<file path="config.mk">
export PLATFORM = sky130hd
export DESIGN_NAME = mem_stage_dmem_ctrl
export DESIGN_NICKNAME = d
export VERILOG_FILES = /design/src/rtl/mem_stage_dmem_ctrl.sv
export SDC_FILE = /design/constraint.sdc
export NUM_CORES = 1
export LEC_CHECK = 0
export CORE_MARGIN = 5
export CORE_UTILIZATION = 45
export CTS_CLUSTER_DIAMETER = 60
export DETAILED_ROUTE_END_ITERATION = 16
export PLACE_DENSITY_LB_ADDON = 0.15
export SYNTH_ARGS = -nofsm -noshare
export SYNTH_HDL_FRONTEND = slang
export SYNTH_SLANG_ARGS = --single-unit
</file>
<file path="constraint.sdc">
create_clock -name clk_MEM -period 4.3 [get_ports clk_MEM]
set_input_delay 0.645 -clock clk_MEM [delete_from_list [all_inputs] [get_ports clk_MEM]]
set_output_delay 0.645 -clock clk_MEM [all_outputs]
set_load 0.005 [all_outputs]
</file>
<file path="src/rtl/mem_stage_dmem_ctrl.sv">
// ----------------------------------------------------------------------------
// mem_stage_dmem_ctrl
//
// MEM-stage data-memory access controller. It turns a pipeline load or store
// into a req/ack transaction on the data-memory bus, generates byte enables
// and lane-replicated store data, and aligns and extends load data for the
// MEM/WB register. The pipeline is frozen through stall_MEM until the
// transaction completes or times out.
//
// Optional feature macro: MEM_MISALIGN_TRAP_EN
//   When defined, misaligned half/word accesses skip the bus entirely and
//   report misalign_out for one cycle. When undefined, the low address bits
//   that would make the access misaligned are simply ignored.
//
// Ports:
//   clk_MEM        clock, rising edge
//   rst_MemWB      asynchronous active-high reset
//   mem_read_in    MEM-stage instruction is a load
//   mem_write_in   MEM-stage instruction is a store (wins if both are set)
//   funct3_in      access size/sign (lb/lh/lw/lbu/lhu, sb/sh/sw)
//   addr_in        byte address
//   wdata_in       store data
//   dmem_req       bus request, held until the ack is taken
//   dmem_we        1 = write transaction
//   dmem_addr      word-aligned bus address
//   dmem_be        byte enables
//   dmem_wdata     lane-replicated store data
//   dmem_ack       single-cycle completion pulse
//   dmem_rdata     read word, valid with dmem_ack
//   stall_MEM      freeze upstream stages and MEM/WB enable
//   load_data_out  aligned/extended load result
//   bus_err_out    one-cycle pulse when an access timed out
//   misalign_out   one-cycle pulse on a misaligned access (macro only)
// ----------------------------------------------------------------------------
module mem_stage_dmem_ctrl #(
    parameter int TIMEOUT_CYCLES = 16,
    parameter int ADDR_W         = 32
) (
    input  logic              clk_MEM,
    input  logic              rst_MemWB,
    input  logic              mem_read_in,
    input  logic              mem_write_in,
    input  logic [2:0]        funct3_in,
    input  logic [ADDR_W-1:0] addr_in,
    input  logic [31:0]       wdata_in,
    output logic              dmem_req,
    output logic              dmem_we,
    output logic [ADDR_W-1:0] dmem_addr,
    output logic [3:0]        dmem_be,
    output logic [31:0]       dmem_wdata,
    input  logic              dmem_ack,
    input  logic [31:0]       dmem_rdata,
    output logic              stall_MEM,
    output logic [31:0]       load_data_out,
    output logic              bus_err_out
`ifdef MEM_MISALIGN_TRAP_EN
    ,
    output logic              misalign_out
`endif
);

    typedef enum logic [1:0] {
        IDLE,
        BUSY,
        DONE
    } state_t;

    state_t            state_q, state_d;
    logic              req_q, req_d;
    logic              we_q, we_d;
    logic [ADDR_W-1:0] addr_q, addr_d;
    logic [3:0]        be_q, be_d;
    logic [31:0]       wdata_q, wdata_d;
    logic [1:0]        lane_q, lane_d;
    logic [2:0]        funct3_q, funct3_d;
    logic [7:0]        cnt_q, cnt_d;
    logic [31:0]       loadData_q, loadData_d;
    logic              busErr_q, busErr_d;
`ifdef MEM_MISALIGN_TRAP_EN
    logic              misalign_q, misalign_d;
    logic              misaligned;
`endif

    logic              access;
    logic [3:0]        beCalc;
    logic [31:0]       wdataCalc;

    localparam logic [7:0] CNT_LIMIT = 8'(TIMEOUT_CYCLES - 1);

    assign access = mem_read_in | mem_write_in;

    // Pull the addressed byte or half out of the bus word and extend it.
    // funct3[2] selects zero-extension; sizes 1x (including the reserved
    // encodings) pass the whole word through.
    function automatic logic [31:0] extractLoad(input logic [2:0]  f3,
                                                input logic [1:0]  lane,
                                                input logic [31:0] word);
        logic [7:0]  byteSel;
        logic [15:0] halfSel;
        byteSel = 8'(word >> {lane, 3'b000});
        halfSel = lane[1] ? word[31:16] : word[15:0];
        case (f3)
            3'b000:  extractLoad = {{24{byteSel[7]}}, byteSel};
            3'b100:  extractLoad = {24'h0, byteSel};
            3'b001:  extractLoad = {{16{halfSel[15]}}, halfSel};
            3'b101:  extractLoad = {16'h0, halfSel};
            default: extractLoad = word;
        endcase
    endfunction

    // Byte enables and lane-replicated store data derived straight from the
    // incoming instruction, so they are ready to be captured on the same edge
    // that launches the request. Loads get the same enables as stores.
    always_comb begin
        beCalc    = 4'hF;
        wdataCalc = wdata_in;
        case (funct3_in[1:0])
            2'b00: begin
                beCalc    = 4'b0001 << addr_in[1:0];
                wdataCalc = {4{wdata_in[7:0]}};
            end
            2'b01: begin
                beCalc    = addr_in[1] ? 4'b1100 : 4'b0011;
                wdataCalc = {2{wdata_in[15:0]}};
            end
            default: begin
                beCalc    = 4'hF;
                wdataCalc = wdata_in;
            end
        endcase
    end

`ifdef MEM_MISALIGN_TRAP_EN
    // A half needs addr[0]=0, a word (or reserved size) needs addr[1:0]=0.
    always_comb begin
        misaligned = ((funct3_in[1:0] == 2'b01) && addr_in[0]) ||
                     (funct3_in[1] && (addr_in[1:0] != 2'b00));
    end
`endif

    // Next-state and next-register logic. IDLE launches the transaction,
    // BUSY waits for the ack or the timeout limit (ack wins a tie), and DONE
    // is the single unstalled cycle in which MEM/WB captures the result.
    always_comb begin
        state_d    = state_q;
        req_d      = req_q;
        we_d       = we_q;
        addr_d     = addr_q;
        be_d       = be_q;
        wdata_d    = wdata_q;
        lane_d     = lane_q;
        funct3_d   = funct3_q;
        cnt_d      = cnt_q;
        loadData_d = loadData_q;
        busErr_d   = 1'b0;
`ifdef MEM_MISALIGN_TRAP_EN
        misalign_d = 1'b0;
`endif
        case (state_q)
            IDLE: begin
                if (access) begin
`ifdef MEM_MISALIGN_TRAP_EN
                    if (misaligned) begin
                        state_d    = DONE;
                        misalign_d = 1'b1;
                        loadData_d = 32'h0;
                    end else begin
`endif
                        state_d  = BUSY;
                        req_d    = 1'b1;
                        we_d     = mem_write_in;
                        addr_d   = {addr_in[ADDR_W-1:2], 2'b00};
                        be_d     = beCalc;
                        wdata_d  = wdataCalc;
                        lane_d   = addr_in[1:0];
                        funct3_d = funct3_in;
                        cnt_d    = 8'd0;
`ifdef MEM_MISALIGN_TRAP_EN
                    end
`endif
                end
            end
            BUSY: begin
                if (dmem_ack) begin
                    state_d = DONE;
                    req_d   = 1'b0;
                    if (!we_q) begin
                        loadData_d = extractLoad(funct3_q, lane_q, dmem_rdata);
                    end
                end else if (cnt_q == CNT_LIMIT) begin
                    state_d    = DONE;
                    req_d      = 1'b0;
                    busErr_d   = 1'b1;
                    loadData_d = 32'h0;
                end else begin
                    cnt_d = cnt_q + 8'd1;
                end
            end
            DONE: begin
                state_d = IDLE;
                cnt_d   = 8'd0;
            end
            default: begin
                state_d = IDLE;
                req_d   = 1'b0;
            end
        endcase
    end

    // All controller state. Reset clears everything, including the request,
    // without waiting for a clock edge.
    always_ff @(posedge clk_MEM or posedge rst_MemWB) begin
        if (rst_MemWB) begin
            state_q    <= IDLE;
            req_q      <= 1'b0;
            we_q       <= 1'b0;
            addr_q     <= '0;
            be_q       <= 4'h0;
            wdata_q    <= 32'h0;
            lane_q     <= 2'b00;
            funct3_q   <= 3'b000;
            cnt_q      <= 8'd0;
            loadData_q <= 32'h0;
            busErr_q   <= 1'b0;
`ifdef MEM_MISALIGN_TRAP_EN
            misalign_q <= 1'b0;
`endif
        end else begin
            state_q    <= state_d;
            req_q      <= req_d;
            we_q       <= we_d;
            addr_q     <= addr_d;
            be_q       <= be_d;
            wdata_q    <= wdata_d;
            lane_q     <= lane_d;
            funct3_q   <= funct3_d;
            cnt_q      <= cnt_d;
            loadData_q <= loadData_d;
            busErr_q   <= busErr_d;
`ifdef MEM_MISALIGN_TRAP_EN
            misalign_q <= misalign_d;
`endif
        end
    end

    // In IDLE the stall follows the access request combinationally so the
    // pipeline freezes in the very cycle the access is seen. Reset forces it
    // low regardless of the inputs.
    always_comb begin
        stall_MEM = 1'b0;
        if (!rst_MemWB) begin
            case (state_q)
                IDLE:    stall_MEM = access;
                BUSY:    stall_MEM = 1'b1;
                default: stall_MEM = 1'b0;
            endcase
        end
    end

    assign dmem_req      = req_q;
    assign dmem_we       = we_q;
    assign dmem_addr     = addr_q;
    assign dmem_be       = be_q;
    assign dmem_wdata    = wdata_q;
    assign load_data_out = loadData_q;
    assign bus_err_out   = busErr_q;
`ifdef MEM_MISALIGN_TRAP_EN
    assign misalign_out  = misalign_q;
`endif

endmodule

</file>
==> metrics, run 1 <==
top post-synthesis cells by count=116 x dfrtp_1, 46 x nor2_1, 44 x mux2_2, 44 x nand2_1, 44 x o21ai_0; largest net degree at the start of global routing=96; FF/Latch Area=0.00290 sq mm; average cell area after synthesis=11.0 sq um; vias in the first global route=4,921; total chip power=5.85 mW; Post-synth top flop=dfrtp_1; max incr delay on CP=0.57 ns; Hold Path Class=flop to flop; Post CTS Setup Buffer Count=0; # diodes=0; initial antenna violation count=0; GRT Resource Usage Total=0.217; H-tree levels=4; gate count after technology mapping=504; DR DRC count=0; Fmax=0.381 GHz; setup TNS=0 ns; worst rel slew slack=0.338; Arr. time, crit path=1.98 ns; remaining antenna violation count=0; Hold Crit Endpoint=load_data_out[1]; number of enable flip-flop cells after synthesis=0; clock root cell=clkbuf_16; aggregate routed wire length=15,800 um; vias post-DR=4,679; Pwr Density=707 mW/mm^2; Peak supply drop=431 uV; # fillers=947; synth top area cells=dfrtp_1 52%, mux2_2 8.9%, mux2i_1 5.4%; max-cap violations=0; CP required=3.65 ns; CTS tree=yes; logic depth of the worst setup path including buffers=4; WP buf/inv=2; Core Util, Final=0.686; count leader, synth=dfrtp_1; CP startpoint kind=primary input; Skew-Pair Late Insertion Delay=0.41 ns; kind of critical path=primary input to primary output; CP Cell Sequence=clkdlybuf4s50_1 -> nor3_1 -> nor3_1 -> clkdlybuf4s50_1; Iteration-0 DRC Markers=317; status=complete, no violations; Hold Vio Cnt, Final=0; hold_buf cts=0; Final GP Congestion=0.854; RR Endpoint=load_data_out[16]; Detailed Place HPWL=11,600 um; crit path capture type=primary output; worst reg2reg setup slack=2.08 ns; leakage=3.50 nW; worst r2r src=lane_q[1]; Wirelength per Cell=18.0 um; area of the multi-input gates=0.00245 sq mm; clk_skew=0.00840 ns; layout net count=802; post-CTS resize count=0; number of clock sinks=116; DIE WIDTH=121 um; Async SR Flop Fraction=1.00; max-slew violations=0; post-synth top area share=0.522; Area Overhead vs Synth=48.9%; Hold Path Cell Cnt=2; routed vias/inst=5.35; synth unique cells=55; io pins=208; delay-heaviest family, CP=buffers and inverters; post-synth top area cell=dfrtp_1; # rows=40; first-pass detailed-route iteration total=4; CTS max path bufs=2; hold path startpoint=load_data_out[1]; Slowest-stage cell, CP=clkdlybuf4s50_1; layout cells sized above 1=0.133; crit path max fanout=4; worst-margin pin slew=0.989 ns; first-pass GRT wire length=24,900 um; Starting Density=0.461; Port Buf Inserts=205; Die H=121 um; CTS buffer count=17; Period Utilization, post-route=0.611; #FFs+latches synth=116; Die ar.=0.0147 sq mm; min cycle time layout=2.63 ns; # setup viols final=0; sequential cell area fraction in the yosys report=0.522; Ys Warns=0; grt ovf=0; RSZ-0062 raised after global routing=false; Core Area=0.0121 sq mm; clock slew at reported path FFs=0.05 ns; post-synthesis cell area=0.00556 sq mm; R2R cell count=4
## worst max path at each step
stage                            start             end  slack, ns
final                     mem_write_in       stall_MEM       1.67
after global routing      mem_write_in       stall_MEM       1.61
after CTS                 mem_write_in       stall_MEM       1.66
after detailed placement  funct3_in[0]  dmem_wdata[13]       1.59
after global placement    funct3_in[0]  dmem_wdata[13]       1.68
after floorplan              rst_MemWB     bus_err_out       0.58
## registers in the layout, indices dropped and copies added, names as in the netlist
| register | flops |
|---|---|
| dmem_req | 1 |
| cnt_q | 8 |
| dmem_be | 4 |
| dmem_we | 1 |
| funct3_q | 3 |
| dmem_wdata | 32 |
| lane_q | 2 |
| state_q | 2 |
| dmem_addr | 30 |
| bus_err_out | 1 |
| load_data_out | 32 |
## per-stage QoR
| step | cell area [sq um] | hold WS [ns] | worst slack, ns | std cells |
|---|---|---|---|---|
| final | 8280 | 0.477 | 1.67 | 875 |
| after detailed placement | 7700 | 0.469 | 1.59 | 846 |
| after global routing | 8280 | 0.497 | 1.61 | 875 |
| after CTS | 8280 | 0.481 | 1.66 | 875 |
| after global placement | 7700 | 0.461 | 1.68 | 846 |
| after floorplan | 5560 | 0.473 | 0.583 | 505 |
## tightest hold or removal path, delay by kind of cell (launching register included)
kind	cells	cell delay [ns]
flip-flops	1	0.33
AO/OA/AOI/OAI	1	0.06
AND/OR/NAND/NOR	1	0.05
## layer usage
metal	global-route usage	up-vias	wire [um]
li1	-	2207	-
met1	0.269	2245	6270
met2	0.342	199	7560
met3	0.0876	28	1640
met4	0.0784	0	319
met5	0	-	0
## layout by cell type (no fill, tap or decap), drive strengths merged, types with 8 or more instances in the layout
master	count
dfrtp	116
inv	8
a21oi	30
a22o	23
clkdlybuf4s50	205
clkbuf	24
mux2i	30
nor2	46
mux2	45
o21ai	48
nand2	44
nand3	11
## cell type report
type	instances	area share
clock buffers	24	0.0582
inverters	8	0.00393
repair buffers	210	0.254
multi-input cells	344	0.296
flip-flops and latches	116	0.351
clock inverters	5	0.0121
well taps	168	0.0254
## power breakdown
group | internal, mW | switching, mW | leakage [nW]
Sequential | 1.60 | 0.421 | 1.43
Clock | 0.944 | 0.452 | 0.286
Combinational | 1.48 | 0.951 | 1.79
Total | 4.03 | 1.82 | 3.50
## cell families (layout without fill, tap and decap cells)
| group | count (synthesis) | count (layout) | synth area share |
|---|---|---|---|
| buffers and inverters | 45 | 247 | 0.0401 |
| other | 1 | 2 | 0.000675 |
| multiplexers | 80 | 80 | 0.166 |
| adder cells (fa/ha/maj) | 1 | 1 | 0.00225 |
| AND/OR/NAND/NOR | 127 | 127 | 0.109 |
| XOR/XNOR | 4 | 4 | 0.00630 |
| AO/OA/AOI/OAI | 130 | 130 | 0.154 |
| flip-flops | 116 | 116 | 0.522 |
Power figures use the tool's default switching activity.
==> inputs of run 2 (changes only) <==
--- a/config.mk
+++ b/config.mk
@@ -6,7 +6,7 @@
 export NUM_CORES = 1
 export LEC_CHECK = 0
 export CORE_MARGIN = 5
-export CORE_UTILIZATION = 45
+export CORE_UTILIZATION = 40
 export CTS_CLUSTER_DIAMETER = 60
 export DETAILED_ROUTE_END_ITERATION = 16
 export PLACE_DENSITY_LB_ADDON = 0.15
==> constraint.sdc (replaced) <==
create_clock -name clk_MEM -period 2.35 [get_ports clk_MEM]
set_input_delay 0.3525 -clock clk_MEM [delete_from_list [all_inputs] [get_ports clk_MEM]]
set_output_delay 0.3525 -clock clk_MEM [all_outputs]
set_load 0.005 [all_outputs]
==> metrics, run 2 (same netlist as run 1, synthesis figures left out) <==
commonest cells after routing, fill and taps aside=205 x clkdlybuf4s50_1, 116 x dfrtp_1, 46 x nor2_1; Layout Cells excl Fill=908 (+3.8%); Slowest-stage cell, CP=a31oi_2; CP Cell Sequence=ha_1 -> and3_1 -> a31oi_2 -> buf_4 -> a22o_1; clk_skew=0.00731 ns (-0.00109 ns); layout net count=820 (+2.2%); Starting Density=0.404 (-0.0573); first-pass GRT wire length=26,300 um (+5.9%); Post CTS Setup Buffer Count=0 (unchanged); largest net degree at the start of global routing=72 (-25%); Period Utilization, post-route=0.920; Pwr Density=1280 mW/mm^2 (+82%); Peak supply drop=587 uV (+36%); vias in the first global route=5,238 (+6.4%); Fmax=0.463 GHz; setup TNS=0 ns (unchanged); min cycle time layout=2.16 ns; routed vias/inst=5.25 (-1.8%); # rows=43 (+7.5%); GRT Resource Usage Total=0.203 (-0.0134); Die ar.=0.0164 sq mm (+11%); max incr delay on CP=0.70 ns (+0.13 ns); CTS buffer count=17 (unchanged); crit path max fanout=20 (+16); Arr. time, crit path=2.51 ns (+0.53 ns); # diodes=0 (unchanged); worst rel slew slack=0.356 (+0.0184); Final GP Congestion=0.845 (-1.0%); RSZ-0062 raised after global routing=false; DRT met1 WL=6040 um (-3.8%); leakage=3.60 nW (+2.8%); Skew-Pair Late Insertion Delay=0.41 ns (about the same); Met2 Routed Length=7940 um (+5.1%); Core Area=0.0138 sq mm (+14%); worst setup margin=0.188 ns (-1.49 ns); grt ovf=0 (unchanged); CP startpoint kind=flop; initial antenna violation count=0 (unchanged); clock root cell=clkbuf_16; Detailed Place HPWL=12,100 um (+4.4%); Die H=128 um (+5.6%); Wirelength per Cell=17.8 um (-1.4%); layout cells sized above 1=0.163 (+0.0305); hold_buf cts=0 (unchanged); remaining antenna violation count=0 (unchanged); CTS max path bufs=2 (unchanged); pre-CTS setup slack=-0.179 ns (-1.77 ns); DR WL met3=1760 um (+7.2%); most common cell after layout, fill and taps aside=clkdlybuf4s50_1; # setup viols final=0 (unchanged); aggregate routed wire length=16,200 um (+2.3%); post-CTS resize count=0 (unchanged); Inst Count DP=876 (+3.5%); clock slew at reported path FFs=0.06 ns (about the same); Area Overhead vs Synth=52.5%; top sig layer=met4; design area=0.00848 sq mm (+2.4%); number of clock sinks=116 (unchanged); max-cap violations=0 (unchanged); Hold Vio Cnt, Final=0 (unchanged); WP buf/inv=1 (-1); CTS tree=yes; status=complete, no violations; DR DRC count=0 (unchanged); Hold Path Class=primary input to async pin; DIE WIDTH=128 um (+5.6%); Iteration-0 DRC Markers=329 (+3.8%); worst-margin pin slew=0.963 ns (-0.0269 ns); max-slew violations=0 (unchanged); Port Buf Inserts=205 (unchanged); Post-DP Area=0.00789 sq mm (+2.5%); crit path capture type=flop; total chip power=10.9 mW (+86%); H-tree levels=4 (unchanged); io pins=208 (unchanged); first-pass detailed-route iteration total=4 (unchanged); delay-heaviest family, CP=compound AO/OA/AOI/OAI gates; kind of critical path=flop to flop; vias post-DR=4,768 (+1.9%); CP required=2.70 ns (-0.95 ns)
==> run 2: where the power goes <==
part	leakage (nW)	switching, mW	internal, mW
logic	1.89	1.93	2.84
clock network	0.288	0.922	1.65
registers	1.43	0.626	2.93
==> run 2: worst paths after layout <==
kind	cells past startpoint	to	from	slack, ns
max reg2reg	5	load_data_out[11]	cnt_q[0]	0.19
min reg2reg	2	dmem_wdata[26]	dmem_wdata[26]	0.49
min	3	dmem_wdata[28]	rst_MemWB	0.42
max in group asynchronous	3	load_data_out[30]	rst_MemWB	1.58
min in group clk_MEM	2	dmem_wdata[26]	dmem_wdata[26]	0.49
max	5	load_data_out[11]	cnt_q[0]	0.19
==> run 2: per-stage QoR <==
| stage | utilization | hold WS (ns) |
|---|---|---|
| after global routing | 0.615 | 0.475 |
| after floorplan | - | 0.473 |
| after detailed placement | 0.572 | 0.474 |
| final | 0.615 | 0.417 |
| after global placement | 0.572 | 0.463 |
| after CTS | 0.615 | 0.419 |
==> run 2: area by class of cell <==
type / count / area [sq um]
clock inverter: 15 / 165
clock buffer: 17 / 425
fill: 1169 / 5300
tap: 180 / 225
sequential: 116 / 2900
multi-input combinational: 344 / 2450
timing repair buffer: 228 / 2270
inverter: 8 / 33.8
==> run 2: tightest hold or removal path: cells and delay by family <==
kind,cells,cell delay [ns]
buf+inv,3,0.85
==> run 2: per-layer routing <==
metal	global-route usage	up-vias
met5	0	-
met4	0.0899	0
met3	0.0892	32
met2	0.331	207
met1	0.231	2293
li1	-	2236
==> inputs of run 3 (changes only) <==
--- a/config.mk
+++ b/config.mk
@@ -10,6 +10,7 @@
 export CTS_CLUSTER_DIAMETER = 60
 export DETAILED_ROUTE_END_ITERATION = 16
 export PLACE_DENSITY_LB_ADDON = 0.15
+export SKIP_LAST_GASP = 1
 export SYNTH_ARGS = -nofsm -noshare
 export SYNTH_HDL_FRONTEND = slang
 export SYNTH_SLANG_ARGS = --single-unit
==> results of run 3 <==
Final layout, timing and power as in run 2 (identical DEF).
